### src/rtl/cic_decimator.sv
// N-stage CIC decimator: integrators run on clk_en, combs run on the decimated strobe.
// Output is the MSB-truncated comb result with a single-cycle valid pulse.
module cic_decimator #(
  parameter int unsigned IN_WIDTH  = 16,
  parameter int unsigned N         = 3,
  parameter int unsigned R         = 8,
  parameter int unsigned M         = 1,
  parameter int unsigned GROWTH    = N * $clog2(R * M),
  parameter int unsigned ACC_WIDTH = IN_WIDTH + GROWTH,
  parameter int unsigned OUT_WIDTH = 16
) (
  input  logic                        clk,
  input  logic                        rst,
  input  logic                        clk_en,
  input  logic signed [IN_WIDTH-1:0]  in_data,
  output logic                        out_valid,
  output logic signed [OUT_WIDTH-1:0] out_data
);

  localparam int unsigned CntWidth = (R > 1) ? $clog2(R) : 1;
  localparam logic [CntWidth-1:0] CntMax = CntWidth'(R - 1);

  logic signed [ACC_WIDTH-1:0] in_ext;
  logic signed [ACC_WIDTH-1:0] integ_q [N];
  logic [CntWidth-1:0]         cnt_q;
  logic signed [ACC_WIDTH-1:0] dec_q;
  logic                        dec_stb_q;
  logic signed [ACC_WIDTH-1:0] comb_q [N];
  logic [N-1:0]                comb_stb_q;
  logic signed [ACC_WIDTH-1:0] dly_q [N][M];
  logic signed [ACC_WIDTH-1:0] comb_in [N];
  logic [N-1:0]                comb_stb_in;

  // Size cast of a signed operand sign-extends.
  assign in_ext = ACC_WIDTH'(in_data);

  // Integrators wrap freely; the combs cancel the overflow exactly.
  always_ff @(posedge clk or negedge rst) begin
    if (!rst) begin
      for (int unsigned k = 0; k < N; k++) integ_q[k] <= '0;
      cnt_q     <= '0;
      dec_q     <= '0;
      dec_stb_q <= 1'b0;
    end else begin
      dec_stb_q <= clk_en && (cnt_q == CntMax);
      if (clk_en) begin
        integ_q[0] <= integ_q[0] + in_ext;
        for (int unsigned k = 1; k < N; k++) integ_q[k] <= integ_q[k] + integ_q[k-1];
        cnt_q <= (cnt_q == CntMax) ? '0 : cnt_q + 1'b1;
        if (cnt_q == CntMax) dec_q <= integ_q[N-1];
      end
    end
  end

  always_comb begin
    comb_in[0]     = dec_q;
    comb_stb_in[0] = dec_stb_q;
    for (int unsigned k = 1; k < N; k++) begin
      comb_in[k]     = comb_q[k-1];
      comb_stb_in[k] = comb_stb_q[k-1];
    end
  end

  // Each comb stage advances only on its own incoming strobe.
  always_ff @(posedge clk or negedge rst) begin
    if (!rst) begin
      comb_stb_q <= '0;
      for (int unsigned k = 0; k < N; k++) begin
        comb_q[k] <= '0;
        for (int unsigned d = 0; d < M; d++) dly_q[k][d] <= '0;
      end
    end else begin
      comb_stb_q <= comb_stb_in;
      for (int unsigned k = 0; k < N; k++) begin
        if (comb_stb_in[k]) begin
          comb_q[k]   <= comb_in[k] - dly_q[k][M-1];
          dly_q[k][0] <= comb_in[k];
          for (int unsigned d = 1; d < M; d++) dly_q[k][d] <= dly_q[k][d-1];
        end
      end
    end
  end

  always_ff @(posedge clk or negedge rst) begin
    if (!rst) begin
      out_valid <= 1'b0;
      out_data  <= '0;
    end else begin
      out_valid <= comb_stb_q[N-1];
      if (comb_stb_q[N-1]) out_data <= comb_q[N-1][ACC_WIDTH-1 -: OUT_WIDTH];
    end
  end

endmodule
### config.mk
export PLATFORM = sky130hd
export DESIGN_NAME = cic_decimator
export DESIGN_NICKNAME = d
export VERILOG_FILES = /design/src/rtl/cic_decimator.sv
export SDC_FILE = /design/constraint.sdc
export NUM_CORES = 1
export LEC_CHECK = 0
export CORE_MARGIN = 1
export CORE_UTILIZATION = 30
export CTS_CLUSTER_SIZE = 28
export DETAILED_ROUTE_END_ITERATION = 6
export HOLD_SLACK_MARGIN = 0.08
export PLACE_DENSITY_LB_ADDON = 0.15
export RECOVER_POWER = 25
export SKIP_CTS_REPAIR_TIMING = 1
export SLEW_MARGIN = 20
export SYNTH_ARGS = -nofsm -noshare
export SYNTH_HDL_FRONTEND = slang
export SYNTH_SLANG_ARGS = --single-unit
### constraint.sdc
create_clock -name clk -period 3.8 [get_ports clk]
set_input_delay 1.14 -clock clk [delete_from_list [all_inputs] [get_ports clk]]
set_output_delay 1.14 -clock clk [all_outputs]
set_load 0.005 [all_outputs]
# After elaboration in Yosys (flattened, before gate mapping)
# Cells that the tools add are included.
dict set report op_classes {
  addsub 7
  n_eq_ne 1
  reduce_logical 2
  n_mux 1
}
# cell n
set ops {}
lappend ops {{subtractor 25 bit} 3}
lappend ops {{adder 25 bit} 2}
lappend ops {{adder 25 x 16 -> 25 bit} 1}
lappend ops {{adder 3 x 1 -> 3 bit (second input constant)} 1}
lappend ops {{== test 3 bit (second input constant)} 1}
lappend ops {{2-to-1 mux 3 bit} 1}
lappend ops {{AND reduction 2 bit} 1}
lappend ops {{logical AND 1 bit} 1}
dict set report totals {
  ff_bits 274
  output_inout_bits 17
  inputBits 19
}

# Longest topological paths before layout
# Gate-level depths: netlist of the first run.
dict set report depth {
  ltp_word 2
  depth_mapped 12
  depth_no_buf 12
}

# Worst setup path before layout of the first run
# OpenSTA, ideal clock, no wires.
dict set report synth_path {
  path_type {input-to-reg}
  from {input port in_data[0]}
  to {register integ_q[68] (netlist bit)}
  path_buffers 0
  arrival_ps 3535
  setup_time_ps 125
  cell_stages 11
  slack_ps 141
  path_cell_list {ha_1 fa_1 a21o_1 a21oi_1 o21ai_0 o2111a_1 o41ai_2 o21ba_2 o21ai_0 xnor2_1 mux2_2}
}
dict set report synth_via {
  elab_chain_len 1
}
# item line_no
set synth_rtl {}
lappend synth_rtl {{start: declaration} 15} ;# input logic signed [IN_WIDTH-1:0] in_data,
lappend synth_rtl {{adder 25 x 16 -> 25 bit} 47} ;# integ_q[0] <= integ_q[0] + in_ext;
lappend synth_rtl {{end: declaration} 24} ;# logic signed [ACC_WIDTH-1:0] integ_q [N];
# No other way between the ends.
# A chain may end at the register's enable or synchronous reset.

# Worst setup path in the final report of the first run
dict set report layout_path {
  from {input port in_data[0]}
  to {register integ_q[72] (netlist bit)}
}
# Same word-level chain as after synthesis.

==> results of run 1 <==
## final cells by class
cell class	count	area (µm²)	area share, %
inverters	109	409.1	2.173
multi-input cells	1214	9179	48.74
clock inverters	11	168.9	0.8970
well taps	696	870.8	4.624
clock buffers	47	1003	5.329
flip-flops and latches	265	6634	35.23
repair buffers	63	566.8	3.010
## metrics by stage
step | setup TNS, ns | util (%) | hold slack [ns] | setup slack [ns] | instance area, µm²
4_1_cts | 0 | 35.01 | 0.4749 | 0.1481 | 18880
2_1_floorplan | 0 | - | 0.3519 | 0.1407 | 16390
6_report | 0 | 34.93 | 0.4732 | 0.1963 | 18830
5_1_grt | 0 | 34.93 | 0.4924 | 0.05852 | 18830
3_3_place_gp | -2.461 | 32.83 | 0.4590 | -0.3909 | 17700
3_5_place_dp | -2.701 | 32.83 | 0.4671 | -0.4008 | 17700
## cell usage after synthesis, types with 4 or more instances
cell type  instances  area (µm²)
and2_1             4       25.02
a211oi_1           7       52.55
nor3_1             6       30.03
o2111ai_1          4       35.03
nand4_1           16       100.1
nor3b_1            5       37.54
nand3_1           22       110.1
dfrtp_1          265        6631
mux2_2           151        1700
nor2b_1           20       125.1
buf_1              8       30.03
or2_2              4       25.02
a21oi_1          110       550.5
ha_1             145        1814
xnor2_1           80       700.7
nand2_1          148       555.5
o21bai_1          20       150.1
and3_1             9       56.30
nor2_1            69       259.0
a31oi_1           13       81.33
nand2b_1          12       75.07
or3_1              4       25.02
nand3b_1           4       30.03
o21a_1            13       97.59
clkbuf_1          38       142.6
a31o_2             8       70.07
inv_1            107       401.6
nand4b_1           4       35.03
o211ai_1          11       82.58
a21boi_0           7       52.55
a21o_1            67       503.0
o21ai_0          130       650.6
o31ai_1           11       82.58
fa_1               5       100.1
nor4_1             7       43.79
xor2_1            38       332.8
## how the worst min path moves through the flow
stage                       startpoint                       to  slack [ns]  cells past startpoint
4_1_cts        integ_q[24]$_DFFE_PN0P_  integ_q[24]$_DFFE_PN0P_        0.47                      1
6_report       integ_q[24]$_DFFE_PN0P_  integ_q[24]$_DFFE_PN0P_        0.47                      1
3_3_place_gp   integ_q[24]$_DFFE_PN0P_  integ_q[24]$_DFFE_PN0P_        0.46                      1
2_1_floorplan      dec_stb_q$_DFF_PN0_  comb_stb_q[0]$_DFF_PN0_        0.35                      0
3_5_place_dp   integ_q[24]$_DFFE_PN0P_  integ_q[24]$_DFFE_PN0P_        0.47                      1
5_1_grt        integ_q[24]$_DFFE_PN0P_  integ_q[24]$_DFFE_PN0P_        0.49                      1
## worst max-delay path, stage by stage
cell	delay, ns
clkdlybuf4s50_1	0.40
ha_1	0.22
fa_1	0.41
a21o_1	0.19
a21oi_2	0.16
o21ai_1	0.12
o2111a_1	0.31
o2111ai_1	0.28
a31oi_1	0.22
or4_1	0.51
nand3_1	0.08
## cell usage in the layout, fill, tap and decap left out, drive strengths merged, types with 25 or more instances in the layout
master,instances
a21o,67
a21oi,113
buf,25
clkbuf,52
clkdlybuf4s50,33
dfrtp,265
ha,145
inv,107
mux2,152
nand2,148
nor2,69
o21ai,134
xnor2,80
xor2,38
## state kept, by name, indices dropped and copies added (netlist names)
name	count
dec_q	25
comb_q	16
comb_stb_q	3
comb_in	50
dec_stb_q	1
out_data	16
out_valid	1
dly_q	75
cnt_q	3
integ_q	75
## cell families (layout without fill, tap and decap cells)
group                      after synthesis  in the layout  share of synthesized area [%]
AOI/OAI and AO/OA                      452            452                          17.74
and+or+nand+nor                        340            340                          9.663
DFF                                    265            265                          40.45
buffers and inverters                  156            230                          3.580
muxes                                  154            154                          10.59
adders and majority gates              150            150                          11.68
xor gates and xnor gates               118            118                          6.304
## per-layer routing
layer / track usage [%] / wire, µm / vias to the layer above
li1: - / - / 5979
met1: 15.75 / 15710 / 5273
met2: 20.84 / 15170 / 141
met3: 1.759 / 854 / 70
met4: 4.456 / 999 / 0
met5: 0 / 0 / -
==> metrics.yaml, run 1 <==
status:
  status: "complete, but fails checks"
  violations: "capacitance limit, slew limit"
die:
  die_w_um: 235.8
  die_h_um: 235.8
  start_util_pct: 30.40
  core_area_um2: 53920
  boundaryPins: 36
  fp-row-count: 85
  design.die.area_um2: 55580
routing:
  finalWirelength_um: 32730
  first_iter_violations: 533
  antenna_left: 0
  firstDrtPassIters: 4
  vias_per_cell: 4.766
  post_drt_wl_per_cell_um: 13.61
  drc: 0
  via_count: 11460
synth:
  synth_area_per_cell_um2: 10.03
  synth.distinct_cells: 74
  synth_edf_count: 0
  synth_warnings: 0
  ys.flop_type: "dfrtp_1"
  synth_seq_cells: 265
  async_flop_share_pct: 100.0
  syn_inst: 1635
  syn-num-nets: 1804
  seq_area_frac_synth_pct: 40.45
  syn_area_um2: 16390
finish:
  nets: 1856
  instances_no_fill: 2405
  fill_cells: 5426
  area_growth_syn_to_layout_pct: 14.88
  antenna_cells: 0
  drive_above_1_share_pct: 15.45
timing:
  drv_slew: 140
  layout_min_cycle_time_ns: 3.604
  tightest_slew_ns: 2.497
  finalCritPeriodShare_pct: 94.83
  rsz0062_at_grt: "no"
  worst_clock_skew_ns: 0.01240
  setup-violations-final: 0
  hold_viol_final: 0
  maxSlewHeadroom_pct: -66.49
  clock.fmax_mhz: 277.5
clock_tree:
  cts_tree: "built"
  path_clk_slew_ns: 0.06
  clock_path_buffers: 3
  numCtsBuffers: 34
  clock_latency_ns: 0.52
  htreeDepth: 2
  cts_root_buffer: "clkbuf_16"
  clkSinkCount: 265
worst_setup_path:
  r2r-start: "integ_q[25]$_DFFE_PN0P_"
  worstRegToRegCells: 11
  r2r_end: "integ_q[47]$_DFFE_PN0P_"
  crit_required_ns: 4.25
  crit_fanout: 3
  arrival_ns: 4.05
  endpoint_kind: "register"
  rrSetupSlack_ns: 0.34
  path_class: "input pin to register"
  crit_path_end: "integ_q[72]$_DFFE_PN0P_"
  start_kind: "input pin"
  crit_start: "in_data[0]"
placement:
  globalplace.congestion: 0.8021
  dp.cells: 2347
  hpwl_um: 23840
  io_buffers: 35
flow_run:
  cap_violations: 2
global_route:
  grt_usage_pct: 12.26
  grt_pass1_wl_um: 57930
  grt_overflow_total: 0
  grt_pass1_vias: 11890
  antenna_found_initial: 0
  grt_max_degree: 77
worst_hold_path:
  hold_path_class: "register to register"
Power of run 1 is left out: the tool's default activity adds up to more than one toggle a clock period on the data nets, which glitch-free logic cannot reach.
==> inputs of run 2 (changes only) <==
Settings changed: ABC_AREA set to 1, ABC_CLOCK_PERIOD_IN_PS set to 3800, CORE_MARGIN 1 to 1.5.
==> run 2 against run 1 <==
  * The run still ends with capacitance limit, slew limit left
  * Sequential share of layout area is 4.7 points lower
  * Die area grew 18%
  * Largest cell class unchanged
  * Sequential cell count stayed put
  * Critical path depth decreased by 8
==> metrics.yaml, run 2 <==
die:
  boundaryPins: 36  # unchanged
  die_w_um: 256.6  # +8.8%
  start_util_pct: 30.47  # +0.072 points
  core_area_um2: 63310  # +17%
  fp-row-count: 92  # +8.2%
  die_h_um: 256.6  # +8.8%
  design.die.area_um2: 65840  # +18%
synth:
  synth_area_per_cell_um2: 6.708  # -33%
  ys.flop_type: "dfrtp_1"
  syn-num-nets: 3045  # +69%
  synth_seq_cells: 265  # unchanged
  ys_top_cells_by_area: "dfrtp_1 (34%), nand2_1 (21%), ha_1 (9.4%), inv_1 (8.1%), nand3_1 (4.9%)"
  netlist_top_cells_count: "nand2_1 (1099), inv_1 (414), dfrtp_1 (265)"
  synth_warnings: 0  # unchanged
  async_flop_share_pct: 100.0  # unchanged
  synth_edf_count: 0  # unchanged
  synth.distinct_cells: 35  # -53%
  synth_top_area_share_pct: 34.37  # -6.1 points
  yosysTopAreaCell: "dfrtp_1"
  syn_area_um2: 19290  # +18%
  seq_area_frac_synth_pct: 34.37  # -6.1 points
  syn_inst: 2876  # +76%
  yosysMostFrequentCell: "nand2_1"
global_route:
  grt_max_degree: 75  # -2.6%
  grt_usage_pct: 17.08  # +4.8 points
  grt_pass1_vias: 17230  # +45%
  grt_pass1_wl_um: 91380  # +58%
  antenna_found_initial: 0  # unchanged
  grt_overflow_total: 0  # unchanged
worst_setup_path:
  crit_required_ns: 4.29  # +0.04 ns
  path_class: "register to register"
  rrSetupSlack_ns: 0.84  # +0.50 ns
  arrival_ns: 3.45  # -0.60 ns
  cp_cell_sequence: "clkbuf_1, nand3_1, nand2_1"
  start_kind: "register"
  crit_slowest_cell: "clkbuf_1"
  endpoint_kind: "register"
  crit_fanout: 64  # +61
  r2r-start: "comb_stb_q[0]$_DFF_PN0_"
  cpPeakStageDelay_ns: 1.83  # +1.32 ns
  crit_path_end: "comb_in[19]$_DFFE_PN0P_"
  crit_start: "comb_stb_q[0]$_DFF_PN0_"
  r2r_end: "comb_in[19]$_DFFE_PN0P_"
  worstRegToRegCells: 3  # -8
timing:
  worst_clock_skew_ns: 0.02189  # +0.009499 ns
  maxSlewHeadroom_pct: -71.25  # -4.8 points
  final.setup.worst_slack_ns: 0.8379  # +0.6417 ns
  setup-violations-final: 0  # unchanged
  finalCritPeriodShare_pct: 77.95  # -17 points
  layout_min_cycle_time_ns: 2.962  # -0.6417 ns
  tightest_slew_ns: 2.569  # +0.07134 ns
  setup_tns_ns: 0  # unchanged
  drv_slew: 127  # -9.3%
  clock.fmax_mhz: 337.6  # +22%
  hold_viol_final: 0  # unchanged
  rsz0062_at_grt: "no"
clock_tree:
  cts_tree: "built"
  clkSinkCount: 265  # unchanged
  cts_root_buffer: "clkbuf_16"
  clock_path_buffers: 3  # unchanged
  htreeDepth: 2  # unchanged
  clock_latency_ns: 0.57  # +0.05 ns
  path_clk_slew_ns: 0.06  # about the same
  numCtsBuffers: 35  # +2.9%
status:
  status: "complete, but fails checks"
  violations: "capacitance limit, slew limit"
finish:
  final_cell_mix: "nand2_1 (1099), inv_1 (414), dfrtp_1 (264)"
  final-seq-area_um2: 6633  # about the same
  fill_cells: 6897  # +27%
  area_growth_syn_to_layout_pct: 12.79
  nets: 3076  # +66%
  antenna_cells: 0  # unchanged
  multiInputGateArea_um2: 10890  # +19%
  final_common_cell: "nand2_1"
  drive_above_1_share_pct: 4.637  # -11 points
placement:
  pre_cts_ws_ns: 0.4691  # +0.8698 ns
  io_buffers: 35  # unchanged
  hpwl_um: 43900  # +84%
  globalplace.congestion: 0.9249  # +15%
routing:
  vias_per_cell: 4.631  # -2.8%
  first_iter_violations: 1000  # +88%
  antenna_left: 0  # unchanged
  post_drt_wl_per_cell_um: 14.63  # +7.5%
  via_count: 17500  # +53%
  finalWirelength_um: 55290  # +69%
  drc: 0  # unchanged
  firstDrtPassIters: 5  # +1
worst_hold_path:
  hold_path_class: "register to register"
flow_run:
  cap_violations: 2  # unchanged
[run 2: critical path: cells and delay by family, from the launching register on]
kind / cells / cell delay [ns]
buffers and inverters: 1 / 1.83
AND/OR/NAND/NOR: 2 / 0.68
flip-flops: 1 / 0.38
[run 2: cells by family after synthesis]
| logic type | share of synthesized area [%] |
|---|---|
| xor gates and xnor gates | 2.224 |
| buffers and inverters | 9.202 |
| DFF | 34.37 |
| and+or+nand+nor | 34.49 |
| muxes | 0.9338 |
| adders and majority gates | 9.922 |
| AOI/OAI and AO/OA | 8.859 |
[run 2: stage by stage]
step | std cells | utilization, % | area (µm²) | hold WS, ns
after floorplan | 2876 | - | 19290 | 0.3487
after global placement | 3716 | 32.59 | 20640 | 0.4578
after detailed placement | 3716 | 32.59 | 20640 | 0.4643
after CTS | 3779 | 34.42 | 21790 | 0.4752
after global routing | 3779 | 34.37 | 21760 | 0.5041
final | 3779 | 34.37 | 21760 | 0.4715
[run 2: cell type report]
type	instances	share of cell area, %
Clock buffer	50	4.697
Inverter	419	7.227
Clock inverter	13	0.6267
Sequential cell	265	30.48
Timing Repair Buffer	46	2.081
Multi-Input combinational cell	2140	50.03
Tap cell	846	4.864
[run 2: worst min-delay path by stage]
stage / from / to / slack (ns) / depth (start not counted)
2_1_floorplan: dec_stb_q$_DFF_PN0_ / comb_stb_q[0]$_DFF_PN0_ / 0.35 / 0
3_3_place_gp: cnt_q[1]$_DFFE_PN0P_ / cnt_q[1]$_DFFE_PN0P_ / 0.46 / 2
3_5_place_dp: cnt_q[1]$_DFFE_PN0P_ / cnt_q[1]$_DFFE_PN0P_ / 0.46 / 2
4_1_cts: cnt_q[0]$_DFFE_PN0P_ / cnt_q[0]$_DFFE_PN0P_ / 0.48 / 1
5_1_grt: cnt_q[0]$_DFFE_PN0P_ / cnt_q[0]$_DFFE_PN0P_ / 0.50 / 1
6_report: cnt_q[0]$_DFFE_PN0P_ / cnt_q[0]$_DFFE_PN0P_ / 0.47 / 1
[run 2: metal layers]
metal / global-route usage (%) / routed length [µm] / share of wire (%)
met3: 1.987 / 1644 / 3.0
met4: 4.935 / 1337 / 2.4
met2: 29.47 / 26060 / 47
met5: 0 / 0 / 0
met1: 22.35 / 26260 / 47
Power of run 2 is left out for the same reason.
